**src/rtl/rf_wb_arbiter.sv**
```systemverilog
// Two-requester register-file writeback arbiter with a pending-write scoreboard.
// Round-robin grant, one-cycle registered write-out, set-wins reservation tracking.
module rf_wb_arbiter #(
    parameter int WIDTH = 32,
    parameter int ADDR_SPACE = 5,
    parameter int REG_AMOUNT = 32,
    parameter logic [ADDR_SPACE-1:0] ZERO_REGISTER = 5'b00000
) (
    input  logic                  clk,
    input  logic                  rst,
    input  logic                  req0_valid,
    input  logic [ADDR_SPACE-1:0] req0_addr,
    input  logic [WIDTH-1:0]      req0_data,
    output logic                  req0_ready,
    input  logic                  req1_valid,
    input  logic [ADDR_SPACE-1:0] req1_addr,
    input  logic [WIDTH-1:0]      req1_data,
    output logic                  req1_ready,
    input  logic                  rsv_en,
    input  logic [ADDR_SPACE-1:0] rsv_addr,
    input  logic [ADDR_SPACE-1:0] chk1_addr,
    input  logic [ADDR_SPACE-1:0] chk2_addr,
    output logic                  busy1,
    output logic                  busy2,
    output logic [REG_AMOUNT-1:0] busy_vec,
    output logic                  wr_en,
    output logic [ADDR_SPACE-1:0] wr_addr,
    output logic [WIDTH-1:0]      wr_data
);

    logic                  last_grant;
    logic                  grant0;
    logic                  grant1;
    logic                  xfer;
    logic [ADDR_SPACE-1:0] xfer_addr;
    logic [WIDTH-1:0]      xfer_data;
    logic [REG_AMOUNT-1:0] set_vec;
    logic [REG_AMOUNT-1:0] clr_vec;

    // last_grant = 1 means requester 1 was served last, so requester 0 wins a tie.
    always_comb begin
        grant0 = rst && req0_valid && (!req1_valid || last_grant);
        grant1 = rst && req1_valid && (!req0_valid || !last_grant);
    end

    assign req0_ready = grant0;
    assign req1_ready = grant1;
    assign xfer       = grant0 || grant1;
    assign xfer_addr  = grant1 ? req1_addr : req0_addr;
    assign xfer_data  = grant1 ? req1_data : req0_data;

    // Address decode only spans tracked registers, so out-of-range addresses never match.
    always_comb begin
        set_vec = '0;
        clr_vec = '0;
        busy1   = 1'b0;
        busy2   = 1'b0;
        for (int i = 0; i < REG_AMOUNT; i++) begin
            if (ADDR_SPACE'(i) != ZERO_REGISTER) begin
                set_vec[i] = rst && rsv_en && (rsv_addr == ADDR_SPACE'(i));
                clr_vec[i] = xfer && (xfer_addr == ADDR_SPACE'(i));
            end
            if (chk1_addr == ADDR_SPACE'(i)) begin
                busy1 = busy_vec[i];
            end
            if (chk2_addr == ADDR_SPACE'(i)) begin
                busy2 = busy_vec[i];
            end
        end
    end

    always_ff @(posedge clk or negedge rst) begin
        if (!rst) begin
            busy_vec <= '0;
        end else begin
            busy_vec <= (busy_vec & ~clr_vec) | set_vec;
        end
    end

    always_ff @(posedge clk or negedge rst) begin
        if (!rst) begin
            last_grant <= 1'b1;
            wr_en      <= 1'b0;
            wr_addr    <= '0;
            wr_data    <= '0;
        end else begin
            wr_en <= xfer && (xfer_addr != ZERO_REGISTER);
            if (xfer) begin
                last_grant <= grant1;
                wr_addr    <= xfer_addr;
                wr_data    <= xfer_data;
            end
        end
    end

endmodule

```
**config.mk**
```make
export PLATFORM = sky130hd
export DESIGN_NAME = rf_wb_arbiter
export DESIGN_NICKNAME = d
export VERILOG_FILES = /design/src/rtl/rf_wb_arbiter.sv
export SDC_FILE = /design/constraint.sdc
export NUM_CORES = 1
export LEC_CHECK = 0
export CORE_ASPECT_RATIO = 0.5
export CORE_MARGIN = 2
export CORE_UTILIZATION = 60
export CTS_BUF_LIST = sky130_fd_sc_hd__clkbuf_2
export DETAILED_ROUTE_END_ITERATION = 6
export DONT_BUFFER_PORTS = 1
export PLACE_DENSITY_LB_ADDON = 0.1
export SYNTH_ARGS = -nofsm -noshare
export SYNTH_HDL_FRONTEND = slang
export SYNTH_SLANG_ARGS = --single-unit
```
**constraint.sdc**
```tcl
create_clock -name clk -period 2 [get_ports clk]
set_clock_uncertainty 0.05 [all_clocks]
set_input_delay 0.3 -clock clk [delete_from_list [all_inputs] [get_ports clk]]
set_output_delay 0.3 -clock clk [all_outputs]
set_load 0.01 [all_outputs]
```
==> impl_results.md, run 1 <==
* Psw at 0.001536 W
* # DRC at 0
* CP max-delay cell: dfrtp_1
* Placed cell areas at 4299 sq um
* I/O pin total at 168
* Final Slew Violations at 0
* Pre-antenna DRT Iters at 6
* Routed vias/inst at 7.051
* #FFs+latches synth at 70
* Die Width at 122.1 um
* Pin count of the biggest net entering global routing at 73
* Fillcell total at 382
* Clk pin slew, worst setup/hold paths at 0.22 ns
* Max_slew headroom at 49.46%
* Netlist cell types at 60
* Arrival time of the worst setup path at 2.10 ns
* Worst vdd ir at 519.4 uV
* CP required at 1.65 ns
* Final hold vios at 70
* TritonCTS clock tree: built
* Final Instance Count excl. Fillers at 647
* Max stage delay on crit path at 0.47 ns
* Vias after detailed routing at 4,562
* Fin nets at 644
* Cell area after layout at 5426 sq um
* Critical Path Start Type: register
* Post-synth EDFFs at 0
* Fmax at 408.4 MHz
* Total wire length at 15.64 mm
* Critical path, cell by cell: buf_6 -> and4b_1 -> a22oi_2 -> a31oi_1 -> o221ai_1 -> o211ai_1 -> nand2_2
* Initial Utilization at 62.24%
* Wirelength per Cell at 24.17 um
* Most used DFF post-synth: dfrtp_1
* Final ANT Viol Nets at 0
* Seq/Total Area, Yosys at 41.87%
* HPWL after detailed placement at 8.736 mm
* Tcrit/Tclk final at 122.4%
* Synth-to-Final Area Change at 29.62%
* Cells after Synth at 463
* Synth warnings at 0
* Post-synth ARST share at 100.0%
* Setup ws final at -0.4488 ns
* Number of max-cap violations at 0
* Crit Path Class: register to output pin
* Crit end category: output pin
* Initial DRC Count at 590
* Combinational Power Share at 27.2%
* Finished Core Util at 80.67%
* Vias in the first global route at 4,379
* Worst min path class: primary input to async pin
* Leakage at 2.178 nW
* Most area-consuming cells after synthesis: dfrtp_1, mux2i_1, o21ai_0
* Synth area leader: dfrtp_1
* Crit path time final at 2.449 ns
* Violated checks: negative hold slack, negative setup slack
* Most common cell after layout, fill and taps aside: dlygate4sd3_1
* Pre-CTS setup slack at -0.02322 ns
* Most frequent cells in the layout: dlygate4sd3_1, o21ai_0, dfrtp_1
* Sw Ratio at 38.50%
* Reg power frac at 52.1%
* CTS root buffer: clkbuf_2
* Chip height at 63.07 um
* Syn Std Cell Area at 4187 sq um
* N_diodes at 0
* Gp weighted congestion at 0.9066
* Row count at 21
* Setup violations, final at 5
* Final hold slack at -0.4968 ns
* Mapped Nets at 557
* Tot GR Track Use at 39.23%
* Slew of the pin with the lowest slew margin at 0.7546 ns
* Syn avg cell area at 9.042 sq um
* Placed cells at 543
* Full die area at 7702 sq um
* First-pass GRT wire length at 22.94 mm
* Num CTS Buffers at 9
* Top cell type's share of synthesized area at 41.24%
* Status: complete, but fails checks
* Clock latency on the worst-skew pair at 0.56 ns
* GRT overflow at 0
* # port buffers at 0
* RSZ-0062 raised after global routing: yes
* Sink Count at 70
* Initial antenna violation count at 0
* CP max FO at 3
* CORE AREA at 6726 sq um
* Pwr per Cell Area at 735.3 nW/um^2
* H-tree levels at 3
* Layout cell share with drive strength beyond 1 at 14.05%
* Clk pwr share at 20.7%
* CTS max path bufs at 2
* Cell internal pwr at 0.002454 W
## synth_stat cells, types with 2 or more instances
cell,count
o21ai_1,4
a31oi_1,10
o211ai_1,2
nand3b_1,2
dfrtp_1,69
a221o_1,2
mux2_2,4
a21oi_1,9
nor2b_1,11
o31ai_1,32
a32oi_1,2
nand2b_1,8
o22ai_1,6
nand4_1,3
a22oi_1,2
clkbuf_1,14
mux2i_1,46
inv_1,12
nand3_1,8
nor3_1,6
o221ai_1,2
nor3b_1,5
nand2_1,56
and2_1,5
buf_6,2
o21ai_0,75
buf_2,11
o2111ai_1,2
or2_2,2
nor2_1,12
a221oi_1,2
a211oi_1,3
and3_1,4
or3_1,4
## area by class of cell
class	instances	area, sq um	share of cell area [%]
multi-input combinational	351	2349	43.28
sequential	70	1767	32.56
timing repair buffer	105	1035	19.07
tap	92	115.1	2.121
clock inverter	7	65.06	1.199
inverter	13	51.30	0.9454
clock buffer	9	45.04	0.8301
## per-stage QoR
stage / power, W / TNS, ns
after floorplan: 0.002534 / 0
after global placement: 0.002783 / 0
after detailed placement: 0.002827 / -0.04969
after CTS: 0.003792 / -0.6883
after global routing: 0.004136 / -1.721
final: 0.003990 / -0.8752
## critical path: cells and delay by family (launching register included)
kind / cells / cell delay [ns]
compound gates: 4 / 0.57
simple gates: 2 / 0.35
flops: 1 / 0.47
buf+inv: 1 / 0.15
## kinds of logic (layout without fill, tap and decap cells)
family,after synthesis,count (layout),share of synthesized area [%]
AND/OR/NAND/NOR,130,130,15.30
multiplexers,51,51,12.61
AO/OA/AOI/OAI,169,169,25.55
other,1,1,0.08957
flip-flops,70,70,41.87
buffers and inverters,42,134,4.572
## layer usage
layer / part of all wire, % / track usage, % / up-vias
met5: 0 / 0 / -
met4: 6.1 / 21.98 / 0
met3: 11 / 11.78 / 97
met2: 47 / 64.18 / 389
met1: 36 / 46.50 / 2174
li1: - / - / 1902
## sequential cells by signal, indices dropped and copies added, names as in the netlist
name        count
wr_en           1
wr_addr         5
busy_vec       31
last_grant      1
wr_data        32
## power groups by stage
stage	clock, W	sequential (W)	combinational, W
6_report	0.000828	0.00208	0.00108
3_5_place_dp	0	0.00207	0.000760
3_3_place_gp	0	0.00206	0.000724
4_1_cts	0.000789	0.00205	0.000957
2_1_floorplan	0	0.00197	0.000564
5_1_grt	0.000878	0.00209	0.00117
## path summary, 6_finish.rpt
| path | start | endpoint | slack, ns | depth (start not counted) |
|---|---|---|---|---|
| worst max-delay path | busy_vec[15]$_DFF_PN0_ | busy1 | -0.45 | 7 |
| worst min-delay path | rst | wr_data[31]$_DFFE_PN0P_ | -0.50 | 1 |
| worst max register to register | last_grant$_DFFE_PN1P_ | busy_vec[11]$_DFF_PN0_ | -0.01 | 6 |
| worst min register to register | wr_data[12]$_DFFE_PN0P_ | wr_data[12]$_DFFE_PN0P_ | 0.54 | 2 |
| max in group asynchronous | rst | last_grant$_DFFE_PN1P_ | 2.04 | 1 |
| min in group clk | rsv_addr[0] | busy_vec[18]$_DFF_PN0_ | 0.01 | 2 |
## timing repair
action                                 4_1_cts  5_1_grt
resized for setup                           21       19
setup endpoints to repair                   15       38
pin swaps                                   12        4
buffers inserted                             1        3
hold buffers                                82        3
endpoints found under the hold margin      138       72
Power figures use the tool's default switching activity.
==> run 2: changes to the inputs <==
--- a/config.mk
+++ b/config.mk
@@ -15,3 +15,4 @@
 export SYNTH_ARGS = -nofsm -noshare
 export SYNTH_HDL_FRONTEND = slang
 export SYNTH_SLANG_ARGS = --single-unit
+export TNS_END_PERCENT = 1
==> run 2 against run 1 <==
Net effect: the flow still finishes with violations (negative hold slack, negative setup slack); fmax up 2.1%; critical path depth unchanged; cell area down 0.48%; count of clock-buffer cells in the layout unchanged; largest cell class unchanged.
==> impl_results.md, run 2 (same netlist as run 1, synthesis figures left out) <==
* Max stage delay on crit path at 0.46 ns (about the same)
* CP max FO at 3 (unchanged)
* Violated checks: negative hold slack, negative setup slack
* Crit path from: busy_vec[15]$_DFF_PN0_
* Tot GR Track Use at 39.10% (-0.13 points)
* Layout cell share with drive strength beyond 1 at 13.36% (-0.70 points)
* Power, Total at 0.003960 W (-0.74%)
* Initial antenna violation count at 0 (unchanged)
* Setup ws final at -0.3992 ns (+0.04958 ns)
* Final Slew Violations at 0 (unchanged)
* N_diodes at 0 (unchanged)
* Routed vias/inst at 7.115 (+0.90%)
* Final ANT Viol Nets at 0 (unchanged)
* Chip height at 63.07 um (unchanged)
* Worst min path class: primary input to async pin
* Final hold slack at -0.4760 ns (+0.02078 ns)
* Pre-antenna DRT Iters at 6 (unchanged)
* Total wire length at 15.74 mm (+0.64%)
* Leakage at 2.174 nW (-0.19%)
* CORE AREA at 6726 sq um (unchanged)
* CTS max path bufs at 2 (unchanged)
* RSZ-0062 raised after global routing: yes
* GRT overflow at 0 (unchanged)
* Vias after detailed routing at 4,596 (+0.75%)
* Critical path, cell by cell: buf_6 -> and4b_1 -> a22oi_2 -> a31oi_1 -> o221ai_1 -> o211ai_1 -> nand2_2
* CTS root buffer: clkbuf_2
* Reg-to-reg startpoint: last_grant$_DFFE_PN1P_
* Setup violations, final at 16 (+11)
* Number of max-cap violations at 0 (unchanged)
* Sink Count at 70 (unchanged)
* First-pass GRT wire length at 22.95 mm (about the same)
* CP max-delay cell: dfrtp_1
* Clk pin slew, worst setup/hold paths at 0.22 ns (about the same)
* Worst vdd ir at 528.6 uV (+1.8%)
* Max_slew headroom at 63.28% (+14 points)
* Pwr per Cell Area at 733.4 nW/um^2 (-0.26%)
* Row count at 21 (unchanged)
* Top reg by flops: wr_data
* Fin nets at 643 (-0.16%)
* Biggest regs: wr_data (32), busy_vec (31), wr_addr (5)
* Largest register FFs at 32 (unchanged)
* Clock latency on the worst-skew pair at 0.54 ns (-0.02 ns)
* Pin count of the biggest net entering global routing at 73 (unchanged)
* Pre-CTS setup slack at -0.02322 ns (unchanged)
* I/O pin total at 168 (unchanged)
* CP required at 1.65 ns (about the same)
* Synth-to-Final Area Change at 28.99%
* Crit end category: output pin
* Initial Utilization at 62.24% (unchanged)
* Crit Path Class: register to output pin
* Wirelength per Cell at 24.36 um (+0.80%)
* Final hold vios at 70 (unchanged)
* Most common cell after layout, fill and taps aside: dlygate4sd3_1
* # DRC at 0 (unchanged)
* Finished Core Util at 80.28% (-0.39 points)
* Most frequent cells in the layout: dlygate4sd3_1, o21ai_0, dfrtp_1
* Critical Path Start Type: register
* TritonCTS clock tree: built
* Vias in the first global route at 4,380 (+0.023%)
* HPWL after detailed placement at 8.736 mm (unchanged)
* Full die area at 7702 sq um (unchanged)
* # port buffers at 0 (unchanged)
* Slew of the pin with the lowest slew margin at 0.5491 ns (-0.2054 ns)
* Initial DRC Count at 594 (+0.68%)
* Fmax at 416.8 MHz (+2.1%)
* Num CTS Buffers at 9 (unchanged)
* Status: complete, but fails checks
* Arrival time of the worst setup path at 2.05 ns (-0.05 ns)
* Reg2Reg Setup Slack at -0.14 ns (-0.13 ns)
* Crit path time final at 2.399 ns (-0.04958 ns)
* H-tree levels at 3 (unchanged)
* Tcrit/Tclk final at 120.0% (-2.5 points)
* Die Width at 122.1 um (unchanged)
* Gp weighted congestion at 0.9066 (unchanged)
## run 2: worst max-delay path: cells and delay by family, from the launching register on
| family | cells | cell delay [ns] |
|---|---|---|
| simple gates | 2 | 0.35 |
| buf+inv | 1 | 0.14 |
| flops | 1 | 0.46 |
| compound gates | 4 | 0.56 |
## run 2: report_power, final
part           total [W]  internal, W  switching (W)  leakage, nW
logic            0.00107     0.000508       0.000561         1.26
clock network   0.000811     0.000276       0.000535       0.0590
registers        0.00208      0.00166       0.000419        0.860
## run 2: final timing paths
kind,cells after the start,to
setup reg to reg,6,wr_addr[2]$_DFFE_PN0P_
hold / removal,1,wr_data[23]$_DFFE_PN0P_
hold reg to reg,2,wr_data[12]$_DFFE_PN0P_
min in group clk,2,busy_vec[26]$_DFF_PN0_
setup / recovery,7,busy1
max in group asynchronous,1,busy_vec[4]$_DFF_PN0_
## run 2: what timing repair did
action	in CTS	in global routing
hold buffers	82	2
pin swaps	7	1
endpoints found under the setup margin	15	39
setup buffers	1	2
gates resized for setup	16	21
hold endpoints to repair	138	71
## run 2: area by class of cell
type | instances | area (sq um)
fill | 381 | 1326
clock buffer | 9 | 45.04
inverter | 13 | 50.05
clock inverter | 7 | 65.06
multi-input combinational | 351 | 2340
tap | 92 | 115.1
timing repair buffer | 104 | 1018
sequential | 70 | 1767
## run 2: metal layers
| layer | track usage, % | vias to the layer above | wire length (um) |
|---|---|---|---|
| li1 | - | 1905 | - |
| met2 | 64.11 | 393 | 7439 |
| met4 | 20.69 | 0 | 959 |
| met1 | 47.20 | 2197 | 5665 |
| met3 | 11.05 | 101 | 1671 |
| met5 | 0 | - | 0 |
## run 2: per-stage QoR
step | TNS [ns] | instances | instance area (sq um) | hold WS, ns
after floorplan | 0 | 463 | 4187 | -0.04559
after global placement | 0 | 543 | 4299 | -0.04421
after detailed placement | -0.04969 | 543 | 4299 | -0.04456
after CTS | -0.7451 | 642 | 5296 | -0.4341
after global routing | -2.814 | 646 | 5400 | -0.4683
final | -1.490 | 646 | 5400 | -0.4760
